**src/rtl/pri_arbiter_n.sv**
```systemverilog
// pri_arbiter_n: N-input fixed/round-robin priority arbiter with registered grant and ack handshake
//   clk        : rising-edge clock
//   rst        : synchronous active-high reset
//   en         : arbiter enable
//   mode       : 0 = fixed priority (highest index wins), 1 = round-robin from ptr
//   req        : request vector, bit i = channel i requesting
//   ack        : consumer accepts the current grant
//   idc        : combinational en && |req
//   gnt_vld    : grant valid
//   gnt_idx    : index of granted channel, kept while gnt_vld=0
//   gnt_onehot : one-hot of gnt_idx, zero while gnt_vld=0
module pri_arbiter_n #(
    parameter int N = 8,
    localparam int W = $clog2(N)
) (
    input  logic         clk,
    input  logic         rst,
    input  logic         en,
    input  logic         mode,
    input  logic [N-1:0] req,
    input  logic         ack,
    output logic         idc,
    output logic         gnt_vld,
    output logic [W-1:0] gnt_idx,
    output logic [N-1:0] gnt_onehot
);
    localparam logic [W:0]   NN   = (W+1)'(N);
    localparam logic [W-1:0] LAST = W'(N - 1);
    typedef enum logic {IDLE, GRANT} state_t;
    state_t       state, state_nx;
    logic [W-1:0] ptr, win, fix, off;
    logic [N-1:0] rot;
    logic [W:0]   sum;
    always_ff @(posedge clk) begin
        if (rst) begin
            state   <= IDLE;
            gnt_idx <= '0;
            ptr     <= '0;
        end else begin
            state <= state_nx;
            if (state == IDLE && idc) gnt_idx <= win;
            if (state == GRANT && ack) ptr <= (gnt_idx == LAST) ? '0 : gnt_idx + W'(1);
        end
    end
    always_comb state_nx = (state == IDLE) ? (idc ? GRANT : IDLE) : ((ack || !en) ? IDLE : GRANT);
    // Rotating a doubled copy right by ptr puts channel (ptr+k) mod N at bit k, so the
    // lowest set bit of rot is the round-robin winner's offset from ptr.
    always_comb begin
        rot = N'({req, req} >> ptr);
        off = '0;
        fix = '0;
        for (int k = N - 1; k >= 0; k--) if (rot[k]) off = W'(k);
        for (int i = 0; i < N; i++) if (req[i]) fix = W'(i);
        sum = {1'b0, ptr} + {1'b0, off};
        win = mode ? ((sum >= NN) ? W'(sum - NN) : W'(sum)) : fix;
    end
    always_comb begin
        idc        = en && (req != '0);
        gnt_vld    = (state == GRANT);
        gnt_onehot = gnt_vld ? (N'(1) << gnt_idx) : '0;
    end
endmodule

```
**config.mk**
```make
export PLATFORM = sky130hd
export DESIGN_NAME = pri_arbiter_n
export DESIGN_NICKNAME = d
export VERILOG_FILES = /design/src/rtl/pri_arbiter_n.sv
export SDC_FILE = /design/constraint.sdc
export NUM_CORES = 1
export LEC_CHECK = 0
export BUFFER_PORTS_ARGS = -buffer_cell sky130_fd_sc_hd__buf_2
export CAP_MARGIN = 10
export CORE_MARGIN = 2
export CORE_UTILIZATION = 55
export CTS_BUF_LIST = sky130_fd_sc_hd__clkbuf_2
export DETAILED_ROUTE_END_ITERATION = 16
export GPL_TIMING_DRIVEN = 0
export PLACE_DENSITY = 0.81
export SLEW_MARGIN = 20
export SYNTH_ARGS = -nofsm -noshare
export SYNTH_HDL_FRONTEND = slang
export SYNTH_SLANG_ARGS = --single-unit
```
**constraint.sdc**
```tcl
create_clock -name clk -period 4.05 [get_ports clk]
set_input_delay 0.6075 -clock clk [delete_from_list [all_inputs] [get_ports clk]]
set_output_delay 0.6075 -clock clk [all_outputs]
set_load 0.02 [all_outputs]
```
==> results of run 1 <==
path summary, 6_finish.rpt:
kind	to	slack, ns	cells after the start
worst min-delay path	gnt_idx[0]	0.57	2
worst max-delay path	gnt_idx[2]	0.83	13
worst min register to register	gnt_idx[0]	0.57	2
worst max register to register	gnt_idx[2]	0.88	13
power breakdown:
group / internal (mW) / switching (mW) / total (mW)
Combinational: 0.0495 / 0.0639 / 0.113
Clock: 0.0263 / 0.0259 / 0.0521
Sequential: 0.0730 / 0.00583 / 0.0789
final cells by class:
cell class | count | area, um^2
clock buffers | 4 | 20.02
plain buffers | 16 | 98.84
repair buffers | 16 | 80.08
multi-input cells | 122 | 905.9
fillers | 187 | 669.4
inverters | 9 | 33.78
well taps | 27 | 33.78
flip-flops and latches | 7 | 140.1
cells by family after synthesis:
logic type / count (synthesis)
buffers and inverters: 25
multiplexers: 16
adder cells (fa/ha/maj): 8
AO/OA/AOI/OAI: 18
flip-flops: 7
XOR/XNOR: 2
AND/OR/NAND/NOR: 78
metrics by stage:
stage	std cells	setup WS, ns	hold WS (ns)	util (%)
floorplan	154	0.8560	0.5933	-
global placement	197	0.6857	0.5282	65.21
detailed placement	197	0.5947	0.5561	65.21
CTS	201	0.8328	0.5683	66.22
global route	201	0.6991	0.5884	66.22
finish	201	0.8300	0.5718	66.22
sequential cells by signal (all words and copies together), names as in the netlist:
| signal | count |
|---|---|
| gnt_idx | 3 |
| ptr | 3 |
| gnt_vld | 1 |
critical path, delay by kind of cell:
kind / cells / cell delay (ns)
multiplexers: 2 / 0.82
AO/OA/AOI/OAI: 5 / 0.78
adder cells (fa/ha/maj): 2 / 0.57
XOR/XNOR: 2 / 0.32
buffers and inverters: 2 / 0.23
layer usage:
metal / GRT usage, % / up-vias
met3: 2.381 / 4
met2: 46.49 / 47
li1: - / 595
met5: 0 / -
met4: 7.658 / 0
met1: 30.37 / 565
Yosys cell counts (all sizes together):
| cell type | instances | area share [%] |
|---|---|---|
| a211oi | 2 | 2.1 |
| a21oi | 8 | 3.4 |
| a221oi | 1 | 0.74 |
| a2bb2oi | 1 | 0.74 |
| a311oi | 1 | 0.74 |
| and2 | 6 | 3.2 |
| and3 | 3 | 1.6 |
| and3b | 1 | 0.74 |
| buf | 14 | 7.7 |
| clkbuf | 2 | 0.64 |
| dfxtp | 7 | 12 |
| fa | 1 | 1.7 |
| ha | 7 | 7.4 |
| inv | 9 | 2.9 |
| mux2 | 4 | 3.8 |
| mux2i | 9 | 7.6 |
| mux4 | 3 | 5.7 |
| nand2 | 4 | 1.3 |
| nand2b | 5 | 2.7 |
| nand3 | 2 | 0.85 |
| nor2 | 11 | 3.5 |
| nor2b | 2 | 1.1 |
| nor3 | 24 | 11 |
| nor3b | 10 | 6.4 |
| nor4 | 8 | 4.2 |
| o2111a | 1 | 0.96 |
| o21ai | 2 | 0.85 |
| o21bai | 1 | 0.64 |
| o311ai | 1 | 0.74 |
| or4 | 2 | 1.6 |
| xnor2 | 2 | 1.5 |
==> metrics.md, run 1 <==
| Metric | Value |
|---|---|
| Outcome | complete, no violations |
| Routed length on met1 | around 1200 um |
| Estimated wirelength of the detail-placed design | between 2000 and 2500 um |
| Fraction of layout cells with a size suffix above 1 | 26.44% |
| Peak Freq | ~0.31 GHz |
| Clock transition at the registers of the reported paths | roughly 0.070 ns |
| Sum of negative setup slack | 0 ns |
| Count of pins over their slew limit | 0 |
| Die outline area | ~2500 um^2 |
| DR iter-0 viols | 22 |
| Most common cell after layout, fill and taps aside | sky130_fd_sc_hd__buf_2 |
| Count of maximum capacitance violations | 0 |
| DR WL met3 | approximately 150 um |
| DRC errors left | 0 |
| Type of the worst setup path | in2reg |
| Setup fix buffers added after clock tree synthesis | 0 |
| DR vias | between 1000 and 1500 |
| Commonest non-fill, non-tap cells in the layout | sky130_fd_sc_hd__buf_2 (26), sky130_fd_sc_hd__nor3_1 (22), sky130_fd_sc_hd__nor2_1 (11), sky130_fd_sc_hd__nor3b_1 (10) |
| Origin of the worst min-delay path | gnt_idx[0] |
| Top layer used by detailed routing | met4 |
| Number of core rows | 16 |
| Antenna violations before repair | 0 |
| CP Data Arrival Time | 3.33 ns |
| Post-synthesis compound-gate area fraction | 10.93% |
| Antenna diode count | 0 |
| Total number of H-tree levels | 1 |
| Relative area change from synthesis to final layout | 11.36% |
| Peak VDD IR | 0.00009589 V |
| Global-route wire length before repair | 5106 um |
| CTS tree | done |
| Maximum number of pins on one net before global-route repair | 11 |
| Sort of element at the start of the critical path | primary input |
| Routed len/inst | 14.22 um |
| Post-Layout Inst Area | approximately 1300 um^2 |
| Number of buffers added by the clock tree synthesis step | 3 |
| Library cell appearing most often on the critical path | sky130_fd_sc_hd__xnor2_1 |
| Number of global-route vias before repair | 1165 |
| Area of the mapped netlist | around 1200 um^2 |
| Die Y | ~50 um |
| Worst-path cell chain | clkbuf_1 -> mux4_2 -> mux2_2 -> a211oi_2 -> a221oi_1 -> a2bb2oi_1 -> a311oi_1 -> ha_1 -> inv_1 -> fa_1 -> xnor2_1 -> xnor2_1 -> o21ai_1 |
| All-layer global routing usage | about 25% |
| Hold Path Class | reg2reg |
| Critical path launch point | req[0] |
| Number of primary I/O pins | 26 |
| Clock root cell | sky130_fd_sc_hd__clkbuf_2 |
| Die width | about 50 um |
| Clk Latency, worst-skew pair | about 0.23 ns |
| Setup violation total in the final timing report | 0 |
| Total Wirelength | 2859 um |
| Largest driver fanout on the critical path | 8 |
| Part of the Yosys area used for sequential elements | a little under an eighth |
| Required time of the worst setup path | approximately 4.2 ns |
| Gate count after technology mapping | around 150 |
| Worst-case clock buffer depth | 2 |
| Routed length on met2 | between 1000 and 1500 um |
| Initial DRT Pass Iterations | 4 |
| Gpl congestion | between 0.8 and 0.9 |
| Post-layout nets | between 150 and 200 |
| Largest stage delay on the critical path | about 0.52 ns |
| Number of vias per cell after detailed routing | between 6 and 7 |
| RSZ-0062 raised after global routing | false |
| Leak | roughly 0.54 nW |
| CTS sink count | 7 |
| DRT antenna net count | 0 |
| Synthesis-stage register bit count | 7 |
| Initial standard-cell utilization of the core | approximately three fifths |
| Synth Area in XOR/XNOR | 1.486% |
| Dominant combinational cell family by area after synthesis | simple AND/OR/NAND/NOR gates |
| Post-CTS sizing | 0 |
| Total Power | around 0.24 mW |
| Synthesized net count | 175 |
| Area post-placement | roughly 1300 um^2 |
| Core region area | slightly below 2000 um^2 |
| Max Clock Skew | 0.008784 ns |
| Total power divided by cell area | ~190 nW/um^2 |
| Fraction of the cycle the final worst path needs | ~80% |
| Count of synthesis-stage warnings from yosys | 0 |
| Leftover overflow at the end of global routing | 0 |
| Final period demand of the worst path | 3.220 ns |
| Netlist cell types | 36 |
| Average size of a mapped cell | 7.653 um^2 |
| Relative slew slack | between 60% and 70% |
| Adder-cell area share of the yosys netlist | a little under a tenth |
| Synth Area in Simple Gates | a little under two fifths |
| Launch instance of the worst register-to-register path | ptr[0] |
| Hold bufs inserted after CTS | 0 |
| Count of buffers from port buffering | 16 |
| Sort of element at the end of the critical path | flip-flop |
| Final hold violation count | 0 |
| Worst Tran Pin Value | about 0.55 ns |
| Post-synthesis mux area share | around 17% |
| Slowest stage cell, crit path | sky130_fd_sc_hd__mux4_2 |
No activity file was read; power rests on OpenSTA's default activity.
==> run 2, diff against run 1 <==
Settings changed: CORE_UTILIZATION 55 to 51, PLACE_DENSITY 0.81 to 0.79.
Clock period 4.05 ns to 2.9 ns, I/O delays scaled along.
==> metrics.md, run 2 (synthesis gave the netlist of run 1 again) <==
| Metric | Value |
|---|---|
| Most common cell after layout, fill and taps aside | sky130_fd_sc_hd__nor3_1 |
| FF-to-FF End | gnt_idx[2] |
| Seq pwr share | 29.6% |
| Hold Path Class | in2reg |
| Post-route worst setup slack | -0.01074 ns |
| Commonest non-fill, non-tap cells in the layout | sky130_fd_sc_hd__nor3_1 (22), sky130_fd_sc_hd__buf_2 (18), sky130_fd_sc_hd__nor2_1 (11), sky130_fd_sc_hd__nor3b_1 (10) |
| Relative area change from synthesis to final layout | 21.76% |
| Number of global-route vias before repair | ~1100 |
| Hold bufs inserted after CTS | 0 |
| All-layer global routing usage | around 24% |
| Depth of the most critical reg-to-reg path | 12 |
| DR vias | 1239 |
| Max Clock Skew | ~0.00027 ns |
| Fraction of the cycle the final worst path needs | 100.4% |
| P_int | 0.2233 mW |
| Sum of negative setup slack | -0.01645 ns |
| Final period demand of the worst path | 2.911 ns |
| DRC errors left | 0 |
| Routed len/inst | ~15 um |
| Logic gate share of total power | about 49% |
| Filler-free cell count of the finished design | 205 |
| Count of buffers from port buffering | 16 |
| CP Data Arrival Time | around 3.1 ns |
| Filler cell count in the final layout | 188 |
| Maximum number of pins on one net before global-route repair | 11 |
| Violations in the final reports | setup timing |
| Worst Tran Pin Value | between 0.4 and 0.5 ns |
| Number of core rows | 17 |
| Required time of the worst setup path | roughly 3.0 ns |
| Antenna diode count | 0 |
| Switching share of total power | 39.99% |
| Die outline area | roughly 2700 um^2 |
| Clock root cell | sky130_fd_sc_hd__clkbuf_2 |
| CTS tree | done |
| DRT antenna net count | 0 |
| Net switching component of the power | between 0.1 and 0.15 mW |
| Total number of H-tree levels | 1 |
| Initial DRT Pass Iterations | 4 |
| Setup violation total in the final timing report | 2 |
| Placed cell count | between 150 and 200 |
| Leak | around 0.59 nW |
| Relative slew slack | between 60% and 70% |
| Final hold violation count | 0 |
| Register-to-register setup slack | -0.01 ns |
| Count of pins over their slew limit | 0 |
| Clk Latency, worst-skew pair | 0.25 ns |
| Slowest stage cell, crit path | sky130_fd_sc_hd__mux4_2 |
| DR iter-0 viols | 45 |
| Total Wirelength | between 3000 and 4000 um |
| Leftover overflow at the end of global routing | 0 |
| Post-Layout Inst Area | 1435 um^2 |
| Largest stage delay on the critical path | between 0.5 and 0.6 ns |
| Worst setup path endpoint | gnt_idx[2] |
| Critical path launch point | ptr[0] |
| RSZ-0062 raised after global routing | true |
| Sort of element at the end of the critical path | flip-flop |
| Die width | around 52 um |
| Sort of element at the start of the critical path | flip-flop |
| Worst-path cell chain | mux4_2 -> mux2_4 -> a211oi_2 -> a221oi_2 -> a2bb2oi_2 -> a311oi_2 -> ha_2 -> inv_2 -> fa_2 -> xnor2_2 -> xnor2_1 -> o21ai_1 |
| Worst-case clock buffer depth | 2 |
| Fraction of layout cells with a size suffix above 1 | around 34% |
| Initial standard-cell utilization of the core | 53.80% |
| Part of the total power dissipated in the clock network | between 20% and 30% |
| Core region area | around 2200 um^2 |
| Total power divided by cell area | 259.3 nW/um^2 |
| CTS sink count | 7 |
| Number of buffers added by the clock tree synthesis step | 3 |
| Clock transition at the registers of the reported paths | around 0.080 ns |
| Launch instance of the worst register-to-register path | ptr[0] |
| Die Y | approximately 52 um |
| Largest driver fanout on the critical path | 4 |
| Count of maximum capacitance violations | 0 |
| Post-layout nets | between 150 and 200 |
| FF+latch area | around 150 um^2 |
| Outcome | finished with violations |
| Number of vias per cell after detailed routing | 6.044 |
| Logic depth of the worst setup path including buffers | 12 |
| Estimated wirelength of the detail-placed design | ~2300 um |
| Buffers & Inverters on Critical Path | 1 |
| Antenna violations before repair | 0 |
| Area post-placement | about 1400 um^2 |
| Multi-input gate area in the final layout | about 950 um^2 |
| Kind of cell adding the most delay to the critical path | multiplexers |
| Peak VDD IR | between 0.00015 and 0.0002 V |
| Number of primary I/O pins | 26 |
| Gpl congestion | 0.9255 |
| Type of the worst setup path | reg2reg |
| Global-route wire length before repair | 4974 um |
| Peak Freq | between 0.3 and 0.4 GHz |
run 2: area by class of cell:
type	instances	share of cell area [%]
clock buffer	4	1.395
inverter	9	2.354
multi-input combinational	122	66.09
sequential	7	10.29
buffer	14	9.241
timing repair buffer	21	8.195
tap	28	2.441
run 2: through the flow:
step           util [%]  setup WS, ns  hold slack, ns  power (mW)
2_1_floorplan         -    -0.0006128          0.5790      0.2430
3_3_place_gp      61.91       -0.1436          0.5354      0.2741
5_1_grt           65.51       -0.1089          0.3930      0.3959
6_report          65.51      -0.01074          0.4004      0.3721
4_1_cts           65.56      -0.08735          0.3967      0.3718
3_5_place_dp      61.91       -0.2575          0.5627      0.2799
run 2: per-layer routing:
layer	vias to the layer above	track usage, %	share of wire [%]
met4	0	7.018	1.3
met5	-	0	0
met3	8	3.448	5.7
li1	608	-	-
met1	581	31.84	44
met2	42	40.93	49
run 2: how the worst min path moves through the flow:
stage | start | to | depth (start not counted)
after detailed placement | gnt_idx[1] | gnt_idx[1] | 2
final | rst | ptr[1] | 2
after floorplan | mode | gnt_idx[2] | 2
after CTS | rst | ptr[0] | 2
after global placement | gnt_idx[0] | gnt_idx[0] | 2
after global routing | rst | ptr[0] | 2
run 2: worst reg2reg max path: cells and delay by family, from the launching register on:
kind	cells	cell delay, ns
xor gates and xnor gates	2	0.30
buffers and inverters	1	0.04
AOI/OAI and AO/OA	5	0.70
muxes	2	0.81
adders and majority gates	2	0.56
DFF	1	0.38
run 2: what timing repair did:
action                     in CTS  in global routing
resized for setup               7                  5
setup endpoints to repair       2                  2
hold endpoints to repair        0                  0
pin swaps                       3                  3
buffers inserted                4                  1
run 2: power by group through the flow:
stage / Sequential [mW] / Clock (mW) / Combinational, mW
2_1_floorplan: 0.116 / 0 / 0.127
3_3_place_gp: 0.112 / 0 / 0.163
3_5_place_dp: 0.112 / 0 / 0.168
4_1_cts: 0.110 / 0.0815 / 0.180
5_1_grt: 0.111 / 0.0863 / 0.198
6_report: 0.110 / 0.0792 / 0.183
==> run 3, diff against run 2 <==
Settings changed: CORE_ASPECT_RATIO set to 0.75.
Clock period 2.9 ns to 2.3 ns, I/O delays scaled along.
==> metrics.md, run 3 (synthesis gave the netlist of run 1 again) <==
| Metric | Value |
|---|---|
| Violations in the final reports | setup timing |
| Part of the total power dissipated in the clock network | approximately 22% |
| Relative area change from synthesis to final layout | 19.11% |
| Layer with the highest usage after global routing | met2 |
| Count of maximum capacitance violations | 0 |
| Peak VDD IR | about 0.00018 V |
| CTS sink count | 7 |
| Total Wirelength | approximately 3200 um |
| Worst Tran Pin Value | 0.5158 ns |
| Relative slew slack | between 60% and 70% |
| Outcome | finished with violations |
| DRT antenna net count | 0 |
| Global routing met1 resource utilization | 34.13% |
| Total power divided by cell area | 330.4 nW/um^2 |
| Max Clock Skew | about 0.0052 ns |
| Estimated wirelength of the detail-placed design | approximately 2300 um |
| Leak | between 0.5 and 0.6 nW |
| Number of primary I/O pins | 26 |
| RSZ-0062 raised after global routing | true |
| DR vias | 1223 |
| DRC errors left | 0 |
| Post-route worst setup slack | -0.7071 ns |
| Clock transition at the registers of the reported paths | around 0.090 ns |
| GRT met3 Usage | 4.830% |
| Total number of H-tree levels | 1 |
| Gpl congestion | between 0.8 and 0.9 |
| Hold bufs inserted after CTS | 0 |
| Largest driver fanout on the critical path | 4 |
| Die outline area | around 2700 um^2 |
| Clk Latency, worst-skew pair | between 0.2 and 0.3 ns |
| Die width | a little under 60 um |
| All-layer global routing usage | 24.88% |
| Total Power | around 0.46 mW |
| CTS tree | done |
| Initial DRT Pass Iterations | 4 |
| Seq pwr share | roughly 30% |
| Commonest non-fill, non-tap cells in the layout | sky130_fd_sc_hd__nor3_1 (22), sky130_fd_sc_hd__buf_2 (18), sky130_fd_sc_hd__nor2_1 (11), sky130_fd_sc_hd__nor3b_1 (10), sky130_fd_sc_hd__mux2i_1 (9) |
| Die Y | 45.64 um |
| Core region area | around 2300 um^2 |
| Number of core rows | 15 |
| Clock root cell | sky130_fd_sc_hd__clkbuf_2 |
| Met2 capacity usage during global routing | between 40% and 50% |
| Final period demand of the worst path | roughly 3.0 ns |
| Count of pins over their slew limit | 0 |
| Switching share of total power | 40.29% |
| Maximum number of pins on one net before global-route repair | 11 |
| Worst slack at placement | -0.7468 ns |
| Count of buffers from port buffering | 16 |
| DR iter-0 viols | 54 |
| Final hold violation count | 0 |
| Leftover overflow at the end of global routing | 0 |
| Number of global-route vias before repair | ~1100 |
| Peak Freq | 0.3326 GHz |
| Fraction of layout cells with a size suffix above 1 | a little under a third |
| Hold Path Class | in2reg |
| Sort of element at the start of the critical path | flip-flop |
| Type of the worst setup path | reg2reg |
| Fraction of the cycle the final worst path needs | 130.7% |
| Antenna violations before repair | 0 |
| Setup violation total in the final timing report | 3 |
| Required time of the worst setup path | 2.45 ns |
| Global-route wire length before repair | around 5100 um |
| Routed len/inst | ~16 um |
| Number of buffers added by the clock tree synthesis step | 3 |
| Number of vias per cell after detailed routing | between 6 and 7 |
| Net switching component of the power | 0.1869 mW |
| Antenna diode count | 0 |
| Sort of element at the end of the critical path | flip-flop |
| Most common cell after layout, fill and taps aside | sky130_fd_sc_hd__nor3_1 |
| Worst-case clock buffer depth | 2 |
| Logic gate share of total power | 47.9% |
| CP Data Arrival Time | roughly 3.2 ns |
| Final design utilization | 62.33% |
| Initial standard-cell utilization of the core | 52.33% |
| Post-layout nets | around 200 |
| P_int | 0.2769 mW |
[run 3: path summary, 6_finish.rpt]
kind	from	end	slack, ns	cells past startpoint
max reg2reg	ptr[0]	gnt_idx[1]	-0.71	12
min	rst	ptr[2]	0.31	2
min reg2reg	gnt_idx[0]	gnt_idx[0]	0.56	2
max	ptr[0]	gnt_idx[1]	-0.71	12
[run 3: power groups by stage]
stage          registers, mW  clock network, mW  logic, mW
6_report               0.139              0.103      0.222
5_1_grt                0.140              0.104      0.242
4_1_cts                0.139             0.0993      0.222
3_5_place_dp           0.142                  0      0.213
3_3_place_gp           0.141                  0      0.205
2_1_floorplan          0.146                  0      0.160
[run 3: what timing repair did]
item | CTS | global route
buffers inserted | 3 | 1
resized for setup | 3 | 5
setup endpoints to repair | 3 | 3
pin swaps | 5 | 5
cloned | 0 | 0
[run 3: routing by layer]
layer / wire length, um / part of all wire, %
met1: 1442 / 45
met2: 1515 / 48
met3: 201 / 6.3
met4: 16 / 0.50
met5: 0 / 0
[run 3: area by class of cell]
| class | count | area (um^2) |
|---|---|---|
| plain buffers | 14 | 132.6 |
| clock buffers | 4 | 20.02 |
| fillers | 209 | 848.3 |
| inverters | 9 | 33.78 |
| multi-input cells | 122 | 928.4 |
| flip-flops and latches | 7 | 147.6 |
| well taps | 25 | 31.28 |
| repair buffers | 20 | 110.1 |
[run 3: stage by stage]
stage	hold WS [ns]	cells	setup TNS [ns]	cell area, um^2
finish	0.3098	201	-1.675	1404
global route	0.3112	201	-1.962	1404
CTS	0.3144	202	-1.835	1410
detailed placement	0.5449	195	-1.854	1354
global placement	0.5340	195	-1.587	1354
floorplan	0.4890	154	-1.180	1242
[run 3: worst max-delay path: stages (launching register included)]
cell and delay, ns:
sky130_fd_sc_hd__dfxtp_4 0.37, sky130_fd_sc_hd__mux4_2 0.52, sky130_fd_sc_hd__mux2_4 0.29, sky130_fd_sc_hd__a211oi_2 0.22, sky130_fd_sc_hd__a221oi_2 0.05, sky130_fd_sc_hd__a2bb2oi_1 0.14
sky130_fd_sc_hd__a311oi_1 0.26, sky130_fd_sc_hd__ha_2 0.23, sky130_fd_sc_hd__inv_2 0.05, sky130_fd_sc_hd__fa_2 0.51, sky130_fd_sc_hd__a21oi_1 0.06, sky130_fd_sc_hd__mux2i_1 0.14
sky130_fd_sc_hd__nor2_1 0.06
